## config.mk

```make
export PLATFORM = sky130hd
export DESIGN_NAME = baud_gen_frac_prog
export DESIGN_NICKNAME = d
export VERILOG_FILES = /design/src/rtl/baud_pkg.sv /design/src/rtl/baud_frac_div.sv /design/src/rtl/baud_gen_frac_prog.sv
export SDC_FILE = /design/constraint.sdc
export NUM_CORES = 1
export LEC_CHECK = 0
export CORE_ASPECT_RATIO = 1.4
export CORE_UTILIZATION = 65
export DETAILED_ROUTE_END_ITERATION = 8
export PLACE_DENSITY_LB_ADDON = 0.2
export SLEW_MARGIN = 20
export SYNTH_ARGS = -nofsm -noshare
export SYNTH_HDL_FRONTEND = slang
export SYNTH_HIERARCHICAL = 1
export SYNTH_SLANG_ARGS = --single-unit
```

## constraint.sdc

```tcl
create_clock -name clk -period 6.8 [get_ports clk]
set_input_delay 1.36 -clock clk [delete_from_list [all_inputs] [get_ports clk]]
set_output_delay 1.36 -clock clk [all_outputs]
set_load 0.005 [all_outputs]
```

## src/rtl/baud_pkg.sv

```systemverilog
// baud_pkg: shared widths, config bundle and clamp helper
// for the runtime-programmable fractional-N baud generator.
package baud_pkg;

   localparam int DIV_W = 16;
   localparam int ACC_W = 24;
   localparam int OSR_W = 5;

   localparam logic [DIV_W-1:0] MIN_DIV = DIV_W'(2);
   localparam logic [OSR_W-1:0] MIN_OSR = OSR_W'(2);

   typedef struct packed {
      logic [DIV_W-1:0] div_n;
      logic [ACC_W-1:0] frac;
      logic [OSR_W-1:0] osr;
   } baud_cfg_t;

   // Divisor and OSR below 2 cannot produce distinct strobes,
   // so they are raised to the minimum before use.
   function automatic baud_cfg_t clamp_cfg(input baud_cfg_t c);
      baud_cfg_t r;
      r = c;
      if (c.div_n < MIN_DIV) r.div_n = MIN_DIV;
      if (c.osr < MIN_OSR) r.osr = MIN_OSR;
      return r;
   endfunction

endpackage

```

## src/rtl/baud_frac_div.sv

```systemverilog
// baud_frac_div: fractional-N divider producing the oversample
// strobe. Ports: clk, rst_n, en, sync, clr_acc (clear accumulator
// on this strobe), div_n, frac, fire (comb: strobe on next edge),
// tick_osr (registered 1-clk strobe).
module baud_frac_div
   import baud_pkg::*;
(
   input  logic             clk,
   input  logic             rst_n,
   input  logic             en,
   input  logic             sync,
   input  logic             clr_acc,
   input  logic [DIV_W-1:0] div_n,
   input  logic [ACC_W-1:0] frac,
   output logic             fire,
   output logic             tick_osr
);

   logic [DIV_W-1:0] div_cnt;
   logic [ACC_W-1:0] acc;
   logic             carry;
   logic             last;
   logic [DIV_W:0]   cnt_p1;
   logic [DIV_W:0]   period;
   logic [ACC_W:0]   acc_sum;

   // Period is div_n plus the carry left by the previous strobe.
   always_comb begin
      cnt_p1  = {1'b0, div_cnt} + (DIV_W+1)'(1);
      period  = {1'b0, div_n} + {{DIV_W{1'b0}}, carry};
      last    = (cnt_p1 == period);
      fire    = en & ~sync & last;
      acc_sum = {1'b0, acc} + {1'b0, frac};
   end

   always_ff @(posedge clk or negedge rst_n) begin
      if (!rst_n) begin
         div_cnt  <= '0;
         acc      <= '0;
         carry    <= 1'b0;
         tick_osr <= 1'b0;
      end else begin
         tick_osr <= fire;
         if (!en || sync) begin
            div_cnt <= '0;
            acc     <= '0;
            carry   <= 1'b0;
         end else if (last) begin
            div_cnt <= '0;
            if (clr_acc) begin
               acc   <= '0;
               carry <= 1'b0;
            end else begin
               acc   <= acc_sum[ACC_W-1:0];
               carry <= acc_sum[ACC_W];
            end
         end else begin
            div_cnt <= div_cnt + DIV_W'(1);
         end
      end
   end

endmodule

```

## src/rtl/baud_gen_frac_prog.sv

```systemverilog
// baud_gen_frac_prog: programmable fractional-N baud tick generator.
// Ports: clk, rst_n, en, sync, cfg_valid/cfg_ready/cfg_int/cfg_frac/
// cfg_osr (config handshake), tick_osr, tick_bit (1-clk strobes).
// Widths DIV_W/ACC_W/OSR_W come from baud_pkg.
module baud_gen_frac_prog
   import baud_pkg::*;
#(
   parameter logic [DIV_W-1:0] RST_N    = DIV_W'(27),
   parameter logic [ACC_W-1:0] RST_FRAC = ACC_W'(2144484),
   parameter logic [OSR_W-1:0] RST_OSR  = OSR_W'(16)
) (
   input  logic             clk,
   input  logic             rst_n,
   input  logic             en,
   input  logic             sync,
   input  logic             cfg_valid,
   output logic             cfg_ready,
   input  logic [DIV_W-1:0] cfg_int,
   input  logic [ACC_W-1:0] cfg_frac,
   input  logic [OSR_W-1:0] cfg_osr,
   output logic             tick_osr,
   output logic             tick_bit
);

   localparam baud_cfg_t RST_CFG = clamp_cfg('{
      div_n: RST_N, frac: RST_FRAC, osr: RST_OSR});

   baud_cfg_t        act_q;
   baud_cfg_t        pend_q;
   baud_cfg_t        cfg_in;
   logic             pend_vld;
   logic [OSR_W-1:0] osr_cnt;
   logic             fire;
   logic             osr_last;
   logic             bit_fire;
   logic             load;
   logic             apply;

   assign cfg_ready = ~pend_vld;

   // Pending config swaps in only where the phase restarts:
   // a bit boundary, a sync pulse, or while idle.
   always_comb begin
      cfg_in   = clamp_cfg('{
         div_n: cfg_int, frac: cfg_frac, osr: cfg_osr});
      load     = cfg_valid & ~pend_vld;
      osr_last = (osr_cnt + OSR_W'(1)) == act_q.osr;
      bit_fire = fire & osr_last;
      apply    = pend_vld & (~en | sync | bit_fire);
   end

   baud_frac_div u_div (
      .clk      (clk),
      .rst_n    (rst_n),
      .en       (en),
      .sync     (sync),
      .clr_acc  (apply),
      .div_n    (act_q.div_n),
      .frac     (act_q.frac),
      .fire     (fire),
      .tick_osr (tick_osr)
   );

   always_ff @(posedge clk or negedge rst_n) begin
      if (!rst_n) begin
         act_q    <= RST_CFG;
         pend_q   <= RST_CFG;
         pend_vld <= 1'b0;
         osr_cnt  <= '0;
         tick_bit <= 1'b0;
      end else begin
         tick_bit <= bit_fire;
         if (!en || sync) begin
            osr_cnt <= '0;
         end else if (fire) begin
            osr_cnt <= bit_fire ? '0 : osr_cnt + OSR_W'(1);
         end
         if (apply) act_q <= pend_q;
         if (load) pend_q <= cfg_in;
         if (load) begin
            pend_vld <= 1'b1;
         end else if (apply) begin
            pend_vld <= 1'b0;
         end
      end
   end

endmodule

```

==> results.cfg <==
[outcome]
status = finished clean

[cts]
h-tree-depth = 4
cts.clk_slew.worst_paths_ns = 0.06
cts.sinks = 139
numCtsBuffers = 17
clockRootBuffer = clkbuf_16
clock_path_buffers = 2
clock_latency_ns = 0.42
cts_resized = 0
tritoncts = built
cts-hold-fix-buffers = 0
cts_setup_buffers = 0

[synth]
synth_area_leaders = dfrtp_1 30%, nand2_1 11%, dfstp_2 8.1%, o211ai_1 4.4%, o2bb2ai_1 4.3%
syn_area_sq_um = 9130
synthCells = 1074
async_flop_share = 1.00
yosysUniqueCellTypes = 70
synth_top_area_frac = 0.304
seq_area_frac_synth = 0.385
synth_top_area_cell = dfrtp_1
syn_nets = 1154
ys_ff_latch = 139
ys.flop_type = dfrtp_1
avgSynthCellArea_sq_um = 8.50
yosysWarningCount = 6
synth_enable_flop_cells = 0

[timing]
tightest_slew_ns = 0.890
finalCritPeriodShare = 0.713
setup-tns-final_ns = 0
min_period_ns = 4.85
slew_violations = 0
setup_viol_count_final = 0
max_clock_freq_mhz = 206
relSlewSlack = 0.407
timing.final.hold_violations = 0
rsz0062_at_grt = no
finalClockSkew_ns = 0.0104

[cells_and_area]
area_delta_synth_final_pct = 11.7
finalNonFillerCells = 1274
nets = 1159
antennaDiodeCount = 0
final_util = 0.755
drive_gt1_frac = 0.0907
n_fill_cell = 1001

[die]
std_cell_rows = 50
core_area_sq_um = 13500
die_w_microns = 102
die_h_microns = 142
ioPinCount = 53
start_util = 0.675
dieArea_sq_um = 14500

[critical_path]
crit_path_end_kind = flop
cp-start-kind = flop
cp.required_ns = 7.07
worstPathArrival_ns = 5.12
crit_type = flop to flop
path_max_fanout = 15

[placed_design]
portBuffers = 52
routabilityCongestion = 0.881
detailed_place_hpwl_mm = 14.5
dp.cells = 1242

[drt]
via_per_inst = 6.41
wl_per_cell_microns = 17.5
first_pass_iters = 5
dr.first_iter.drc_count = 657
ant_nets = 0
vias = 8166
remaining_drc_errors = 0
wl_mm = 22.3

[grt]
grt_pass1_wl_mm = 37.2
grt_pass1_vias = 7676
grtUsageTotal = 0.325
antenna_found_initial = 0
grt_max_degree = 93
overflow = 0

[pwr]
power_switching_share = 0.378
total_power_mw = 3.07
p_switching_mw = 1.16
p_leak_nw = 4.21
ir_drop_mv = 0.263
p_clk_frac = 0.289
power.internal_mw = 1.91
p_comb_frac = 0.294
seqPwrFrac = 0.417
powerDensity_nw_per_um2 = 301

[flow_run]
cap_violations = 0

[min_path]
hp-class = flop to flop
cells by family after synthesis:
logic type	count (synthesis)	share of synthesized area
simple gates	478	0.251
compound gates	256	0.198
flops	139	0.385
buf+inv	93	0.0454
xor+xnor	55	0.0528
fa+ha+maj	30	0.0420
mux	23	0.0254
area by class of cell:
class | count | area (sq um) | area share
clock inverters | 15 | 141 | 0.0139
well taps | 182 | 228 | 0.0223
flip-flops and latches | 139 | 3510 | 0.345
inverters | 13 | 48.8 | 0.00479
multi-input cells | 842 | 5210 | 0.511
clock buffers | 17 | 425 | 0.0417
repair buffers | 66 | 627 | 0.0615
worst max-delay path, cell delays in order, from the launching register on:
cell and delay [ns]:
dfstp_2 0.58, ha_1 0.19, ha_1 0.27, nand3_1 0.10
nor3_1 0.45, or2b_1 0.29, mux2i_1 0.16, mux2i_1 0.12
mux2_2 0.39, nor4_1 0.40, buf_4 0.25, nand3_1 0.14
nor2_4 0.13, nand2_1 0.08, a21oi_1 0.59, nor2_1 0.17
buf_4 0.25, o31ai_1 0.08, mux2i_1 0.10
stage by stage:
| step | area, sq um | worst slack (ns) | hold slack [ns] |
|---|---|---|---|
| after detailed placement | 9630 | 2.11 | 0.458 |
| after global placement | 9630 | 2.44 | 0.455 |
| final | 10200 | 1.95 | 0.469 |
| after floorplan | 9130 | 2.79 | 0.447 |
| after CTS | 10200 | 2.01 | 0.468 |
| after global routing | 10200 | 1.54 | 0.478 |
synthesized netlist by cell type, types with 12 or more instances:
cell type and number:
mux2i_1 22, dfrtp_1 111, nand3_1 21, clkbuf_1 59, a21o_1 12, o2bb2ai_1 45, xnor2_1 35, xor2_1 20
ha_1 29, a21oi_1 28, nand2_1 273, o211ai_1 54, nand4_1 62, o21ai_0 23, a31oi_1 49, nor2_1 25
dfstp_2 28, nor3_1 25
cell usage in the layout (no fill, tap or decap), types with 7 or more instances in the layout:
| cell | instances |
|---|---|
| nand2_1 | 273 |
| dfrtp_1 | 110 |
| nand4_1 | 62 |
| o211ai_1 | 54 |
| clkdlybuf4s50_1 | 51 |
| a31oi_1 | 49 |
| o2bb2ai_1 | 45 |
| xnor2_1 | 35 |
| ha_1 | 29 |
| a21oi_1 | 28 |
| dfstp_2 | 28 |
| nor3_1 | 25 |
| nor2_1 | 25 |
| o21ai_0 | 23 |
| mux2i_1 | 22 |
| nand3_1 | 21 |
| xor2_1 | 20 |
| clkbuf_16 | 17 |
| buf_4 | 14 |
| a21o_1 | 12 |
| nor4_1 | 11 |
| inv_1 | 11 |
| o21ai_1 | 8 |
| and3_1 | 7 |
layer usage:
metal,part of all wire,vias to the layer above,track usage,wire length [microns]
li1,-,3958,-,-
met1,0.43,3913,0.448,9660
met2,0.50,263,0.526,11100
met3,0.052,32,0.0496,1150
met4,0.017,0,0.105,389
met5,0,-,0,0
registers in the layout, indices dropped and copies added (netlist names):
signal          cells
tick_bit            1
pend_q             45
u_div/carry         1
osr_cnt             5
pend_vld            1
act_q              45
u_div/tick_osr      1
u_div/acc          24
u_div/div_cnt      16
power by group through the flow:
stage          Combinational (mW)  Clock [mW]  Sequential, mW
6_report                    0.904       0.886            1.28
5_1_grt                      1.01       0.935            1.30
4_1_cts                     0.898       0.899            1.27
3_5_place_dp                0.885           0            1.28
3_3_place_gp                0.861           0            1.27
2_1_floorplan               0.723           0            1.19
worst paths after layout:
kind	startpoint	to	slack (ns)	cells after the start
max	act_q[29]$_DFFE_PN1P_	u_div/acc[18]$_DFFE_PN0P_	1.95	18
min	pend_q[7]$_DFFE_PN1P_	pend_q[7]$_DFFE_PN1P_	0.47	2
max reg2reg	act_q[29]$_DFFE_PN1P_	u_div/acc[18]$_DFFE_PN0P_	1.95	18
min reg2reg	pend_q[7]$_DFFE_PN1P_	pend_q[7]$_DFFE_PN1P_	0.47	2
max in group asynchronous	rst_n	u_div/acc[20]$_DFFE_PN0P_	4.49	2
min in group asynchronous	rst_n	u_div/div_cnt[4]$_DFF_PN0_	0.94	1
Power figures use the tool's default switching activity.
